$ cat config.mk
export PLATFORM = sky130hd
export DESIGN_NAME = tact_debounce
export DESIGN_NICKNAME = d
export VERILOG_FILES = /design/src/rtl/tact_debounce.sv
export SDC_FILE = /design/constraint.sdc
export NUM_CORES = 1
export LEC_CHECK = 0
export ABC_AREA = 1
export CORE_MARGIN = 8
export CORE_UTILIZATION = 55
export CTS_CLUSTER_DIAMETER = 100
export CTS_CLUSTER_SIZE = 16
export DETAILED_ROUTE_END_ITERATION = 16
export PLACE_DENSITY_LB_ADDON = 0.15
export SETUP_SLACK_MARGIN = 0.1
export SLEW_MARGIN = 40
export SYNTH_ARGS = -nofsm -noshare
export SYNTH_HDL_FRONTEND = slang
export SYNTH_SLANG_ARGS = --single-unit
$ cat constraint.sdc
create_clock -name CLK_24MHz -period 2 [get_ports CLK_24MHz]
set_input_delay 0.3 -clock CLK_24MHz [delete_from_list [all_inputs] [get_ports CLK_24MHz]]
set_output_delay 0.3 -clock CLK_24MHz [all_outputs]
set_load 0.01 [all_outputs]
$ cat src/rtl/tact_debounce.sv
// Push-button debouncer: 2-flop synchronizer, four-state qualification FSM,
// press/release/long-press strobes and a wrapping press counter.
module tact_debounce #(
    parameter int unsigned W_DB    = 18,
    parameter int unsigned W_LONG  = 25,
    parameter logic        TACT_ON = 1'b0
) (
    input  logic       CLK_24MHz,
    input  logic       RST,
    input  logic       Tact1,
    output logic       tact_level,
    output logic       press_pulse,
    output logic       release_pulse,
    output logic       long_pulse,
    output logic [7:0] press_cnt
);

    localparam logic TACT_OFF = ~TACT_ON;

    localparam int unsigned W_CNT = 8;
    localparam int unsigned W_ST  = 2;

    localparam logic [W_DB-1:0]   DB_MAX   = '1;
    localparam logic [W_LONG-1:0] LONG_MAX = '1;

    localparam logic [W_ST-1:0] ST_RELEASED     = 2'd0;
    localparam logic [W_ST-1:0] ST_PRESS_WAIT   = 2'd1;
    localparam logic [W_ST-1:0] ST_PRESSED      = 2'd2;
    localparam logic [W_ST-1:0] ST_RELEASE_WAIT = 2'd3;

    logic              sync1_q, sync2_q;
    logic              raw_p;

    logic [W_ST-1:0]   state_q,   state_d;
    logic [W_DB-1:0]   db_q,      db_d;
    logic [W_LONG-1:0] long_q,    long_d;
    logic              level_q,   level_d;
    logic              press_q,   press_d;
    logic              release_q, release_d;
    logic              lpulse_q,  lpulse_d;
    logic [W_CNT-1:0]  cnt_q,     cnt_d;

    // Metastability guard; flops idle at the released level.
    always_ff @(posedge CLK_24MHz) begin
        if (RST) begin
            sync1_q <= TACT_OFF;
            sync2_q <= TACT_OFF;
        end else begin
            sync1_q <= Tact1;
            sync2_q <= sync1_q;
        end
    end

    assign raw_p = (sync2_q == TACT_ON);

    // State, counters and registered outputs.
    always_ff @(posedge CLK_24MHz) begin
        if (RST) begin
            state_q   <= ST_RELEASED;
            db_q      <= '0;
            long_q    <= '0;
            level_q   <= 1'b0;
            press_q   <= 1'b0;
            release_q <= 1'b0;
            lpulse_q  <= 1'b0;
            cnt_q     <= '0;
        end else begin
            state_q   <= state_d;
            db_q      <= db_d;
            long_q    <= long_d;
            level_q   <= level_d;
            press_q   <= press_d;
            release_q <= release_d;
            lpulse_q  <= lpulse_d;
            cnt_q     <= cnt_d;
        end
    end

    // Next-state and next-output logic; strobes default low every cycle.
    always_comb begin
        state_d   = state_q;
        db_d      = db_q;
        long_d    = long_q;
        level_d   = level_q;
        press_d   = 1'b0;
        release_d = 1'b0;
        lpulse_d  = 1'b0;
        cnt_d     = cnt_q;

        case (state_q)
            ST_RELEASED: begin
                if (raw_p) begin
                    state_d = ST_PRESS_WAIT;
                    db_d    = '0;
                end
            end
            ST_PRESS_WAIT: begin
                if (!raw_p) begin
                    state_d = ST_RELEASED;
                    db_d    = '0;
                end else if (db_q == DB_MAX) begin
                    state_d = ST_PRESSED;
                    level_d = 1'b1;
                    press_d = 1'b1;
                    cnt_d   = cnt_q + W_CNT'(1);
                    long_d  = '0;
                end else begin
                    db_d = db_q + W_DB'(1);
                end
            end
            ST_PRESSED: begin
                if (!raw_p) begin
                    state_d = ST_RELEASE_WAIT;
                    db_d    = '0;
                end else if (long_q != LONG_MAX) begin
                    // Saturation makes the strobe fire once per press.
                    long_d   = long_q + W_LONG'(1);
                    lpulse_d = (long_d == LONG_MAX);
                end
            end
            ST_RELEASE_WAIT: begin
                if (raw_p) begin
                    state_d = ST_PRESSED;
                end else if (db_q == DB_MAX) begin
                    state_d   = ST_RELEASED;
                    level_d   = 1'b0;
                    release_d = 1'b1;
                end else begin
                    db_d = db_q + W_DB'(1);
                end
            end
            default: begin
                state_d = ST_RELEASED;
            end
        endcase
    end

    assign tact_level    = level_q;
    assign press_pulse   = press_q;
    assign release_pulse = release_q;
    assign long_pulse    = lpulse_q;
    assign press_cnt     = cnt_q;

endmodule
[Word level (Yosys, flattened, before mapping)]
Cells that the tools add are included.
Word-level totals
  register bits: 59
  bits of input ports: 3
Cells by class
  $add $sub $neg: 3
  eq/ne operators: 16
  muxes and demuxes: 24
  bitwise operators: 5
  reduce and logical (&&, ||, !) cells: 11
Operator list (count)
  $mux W25: 4
  $mux W18: 5
  $pmux W18 S4: 1
  $pmux W25 S2: 1
  $add A25 B1 Y25 const B: 1
  $eq A25 B25 Y1 const B: 1
  $ne A25 B25 Y1 const B: 1
  $add A18 B1 Y18 const B: 1
  $eq A18 B18 Y1 const B: 1
  $ne A2 B2 Y1 const B: 8
  $mux W2: 6
  $reduce_and A5 Y1: 2
  $add A8 B1 Y8 const B: 1
  $pmux W2 S4: 1
  $ne A3 B3 Y1 const B: 2
  $reduce_and A3 Y1: 2
  $reduce_or A3 Y1: 2
  $mux W1: 5
  $not A1 Y1: 5
  $eq A2 B2 Y1 const B: 2
  $reduce_and A4 Y1: 1
  $reduce_bool A2 Y1: 2
  $reduce_or A4 Y1: 1
  $eq A2 B1 Y1 const B: 1
  other kinds (2): 2

[Longest topological paths before layout]
  depth after elaboration: 4
  mapped depth: 12
  gate-level depth less buffers: 12

[Worst setup path after synthesis]
No wires, ideal clock.
  path type: flip-flop to flip-flop
  start point: reg long_q[0]
  end point: reg long_q[2]
  arrival time: 1.613 ns
  data required time: 1.885 ns
  setup slack: 0.272 ns
  stages on the path, launching flop included: 12
  buffers on the path: 1
  cells stage by stage: dfxtp_1 > ha_1 > nand2_1 > nor2_4 > nand2_2 > nor2_4 > nand3_2 > nand3_4 > inv_4 > buf_6 > o21ai_1 > nor2_1
On the way
  longest elaborated chain between the ends: 4
RTL lines
  start, declared: line 36  | logic [W_LONG-1:0] long_q, long_d;
  start signal, assigned: line 70  | long_q <= long_d;
  $add A25 B1 Y25: line 117  | long_d = long_q + W_LONG'(1);
  $mux W25: line 115  | end else if (long_q != LONG_MAX) begin
  $mux W25: line 112  | if (!raw_p) begin
  $pmux W25 S2: line 90  | case (state_q)
Several ways; a longest one is shown, not always the timed one. The select of a mux whose other input is x is not followed.
A chain may end at the register's enable or synchronous reset.

[Worst setup path in the final report]
  start point: reg db_q[1]
  end point: reg long_q[2]
On the way
  longest elaborated chain between the ends: 3
RTL lines
  start, declared: line 35  | logic [W_DB-1:0] db_q, db_d;
  start signal, assigned: line 60  | db_q <= '0;
  start signal, assigned: line 69  | db_q <= db_d;
  $eq A18 B18 Y1: line 101  | end else if (db_q == DB_MAX) begin
  $ne A2 B2 Y1 (no line)
  $reduce_and A5 Y1 (no line)
Every way passes these cells.

==> summary.md <==
| Metric | Value |
|---|---|
| Met3 Use GR | 0.0394 |
| Largest fanout on the critical path | 8 |
| CTS tree | yes |
| Num CTS Buffers | 9 |
| Internal power | 1.98 mW |
| Drt pass-1 iters | 5 |
| Peak supply drop | approximately 0.56 mV |
| Worst-path clk slew | 0.07 ns |
| Area Growth Syn to Fin | 20.9% |
| Finished Layout Cells | just under 700 |
| Synthesized instance count | 558 |
| Slew headroom | 0.671 |
| Setup Viol. Count Final | 0 |
| Setup TNS | 0 ns |
| Number of hold-slack violations in the final timing report | 0 |
| Dominant synthesized flop cell | dfxtp_1 |
| Vias in the first global route | roughly 3400 |
| Combinational power share | 0.036 |
| EDFF count, synth | 0 |
| Setup crit start kind | register |
| Tmin final | between 1.5 and 2 ns |
| Yosys reg bits | 59 |
| Clock root buffer | clkbuf_8 |
| Post-DRT Antenna Nets | 0 |
| Wire per inst | roughly 13 um |
| Max Buffers Root-to-Sink | 2 |
| Clk Latency, worst-skew pair | 0.34 ns |
| Arr. time, crit path | 2.02 ns |
| Max H-tree Level | 3 |
| Psw | 0.542 mW |
| Ys Warns | 0 |
| Area of the mapped netlist | approximately 0.0035 mm^2 |
| CTS Hold Bufs | 0 |
| Die area | 0.00914 mm^2 |
| Port bufs | 14 |
| Core Area | approximately 0.0062 mm^2 |
| Maxcap violations | 0 |
| Sink Count | between 50 and 60 |
| Critical path capture point type | register |
| Grt peak-use layer | met2 |
| Pre-CTS setup slack | 0.122 ns |
| RSZ-0062 raised after global routing | yes |
| Post-synth ARST share | 0 |
| First-pass GRT wire length | 14800 um |
| Via count | 3586 |
| Status | finished clean |
| Design Area, Final | 0.00421 mm^2 |
| Largest net degree at the start of global routing | 19 |
| # rows | 29 |
| Worst hold path class | reg -> reg |
| FMAX | 556 MHz |
| DR iter-0 viols | 192 |
| N_diodes | 0 |
| Overflow after GRT | 0 |
| Syn Area/Cell | 6.24 um^2 |
| Clk pwr share | 0.491 |
| Sw Ratio | 0.215 |
| IO Count | 15 |
| P_leak | approximately 1.6 nW |
| HPWL after DPL | 6170 um |
| Antenna violations before repair | 0 |
| M1 GR Usage | 0.249 |
| Worst EP required | approximately 2.2 ns |
| Met2 Use GR | 0.331 |
| Netlist cell types | 36 |
| Slew @ Worst Pin | around 0.5 ns |
| Drt total wl | 8740 um |
| CP Class | reg -> reg |
| Crit share post-route | 0.900 |
| Number of remaining DRC errors | 0 |
| Die Span X | ~96 um |
| Layout Nets | about 600 |
| Via-per-instance ratio | 5.30 |
| Placer congestion estimate | 0.903 |
| Flop pwr share | 0.472 |
| Pwr/cell area | 599 mW/mm^2 |
| Seq/Total Area, Yosys | 0.339 |
| Fraction of layout instances using a drive strength above 1 | 0.152 |
| Syn nets | 565 |
| Vert. Die Dim | approximately 96 um |
| Placed cells | 650 |
| Clock skew | 0.00668 ns |
| Min setup slack post-route | 0.201 ns |
| GRT Overall Usage | 0.200 |
| Initial core utilization | 0.558 |
| DP Area | 0.00377 mm^2 |
| Final core utilization | 0.675 |
| Final Max Tran Viols | 0 |
## worst max-delay path: stages (launching register included)
cell	delay, ns
dfxtp_2	0.36
ha_4	0.14
nand2_2	0.07
nor2_4	0.13
nand2_2	0.08
nor2_4	0.16
nand2_4	0.09
nand2_4	0.07
nand3_4	0.19
buf_12	0.21
a21oi_1	0.11
nor2_1	0.06
## cells in the final DEF (no fill, tap or decap), types with 3 or more instances in the layout
master,count
nand2_1,161
nor2_1,88
inv_1,58
dfxtp_1,54
nand3_1,35
a21oi_1,31
o21ai_0,21
buf_4,17
clkdlybuf4s50_1,14
clkbuf_8,11
nor2_2,10
o21ai_1,9
nor2_4,8
a21oi_2,8
nand2_2,7
nand4_1,7
o21bai_1,6
xor2_1,5
nor3_1,5
dfxtp_2,5
nand2_4,3
or2_2,3
nor4_1,3
buf_6,3
## routing by layer
metal | routed length [um] | vias to the layer above
met3 | 299 | 14
met2 | 4130 | 71
met5 | 0 | -
met4 | 146 | 0
met1 | 4170 | 1642
li1 | - | 1859
## kinds of logic after synthesis
logic type	Yosys count	synth area share
fa+ha+maj	4	0.0144
compound gates	80	0.126
simple gates	337	0.420
flops	59	0.339
xor+xnor	6	0.0151
buf+inv	72	0.0848
## stage by stage
stage                     hold WS [ns]  power [mW]
final                            0.423        2.52
after global routing             0.443        2.60
after CTS                        0.430        2.52
after detailed placement         0.416        1.30
after global placement           0.391        1.29
after floorplan                  0.389        1.27
## registers in the layout, indices dropped and copies added, names as in the netlist, named ones only
signal / flops
db_q: 18
sync2_q: 1
press_pulse: 1
state_q: 1
long_pulse: 1
release_pulse: 1
tact_level: 1
press_cnt: 8
long_q: 25
sync1_q: 1
## area by class of cell
class                   count  area (um^2)
multi-input cells         427         2100
fillers                   564         2030
flip-flops and latches     59         1190
repair buffers             37          367
inverters                  61          236
clock buffers              11          151
well taps                  77         96.3
clock inverters             4         73.8
## power by group through the flow
stage	Sequential, mW	Combinational, mW	Clock, mW
final	1.19	0.0914	1.24
after global routing	1.19	0.100	1.31
after CTS	1.19	0.0791	1.25
after detailed placement	1.22	0.0784	0
after global placement	1.22	0.0757	0
after floorplan	1.21	0.0527	0
## final timing paths
kind / end / startpoint / cells past startpoint / slack [ns]
max: long_q[2] / db_q[1] / 11 / 0.20
min: sync2_q / sync1_q / 1 / 0.42
max reg2reg: long_q[2] / db_q[1] / 11 / 0.20
min reg2reg: sync2_q / sync1_q / 1 / 0.42
## cell usage after synthesis (6+ instances only)
cell type  number  area, um^2
o21ai_0        28         140
nand2_1       164         616
nor2_2          9        56.3
clkbuf_1        6        22.5
nand3_1        36         180
a21oi_1        35         175
dfxtp_1        59        1180
inv_1          58         218
nor2_1         93         349
o21bai_1        6        45.0
nand4_1         7        43.8
## what timing repair did
action / CTS / global route
setup endpoints to repair: 1 / 46
gates resized for setup: 0 / 40
pin swaps: 0 / 7
hold endpoints to repair: 0 / 0
gates cloned: 0 / 1
setup buffers: 3 / 7
Note: power is estimated with default switching activity, not from simulation.
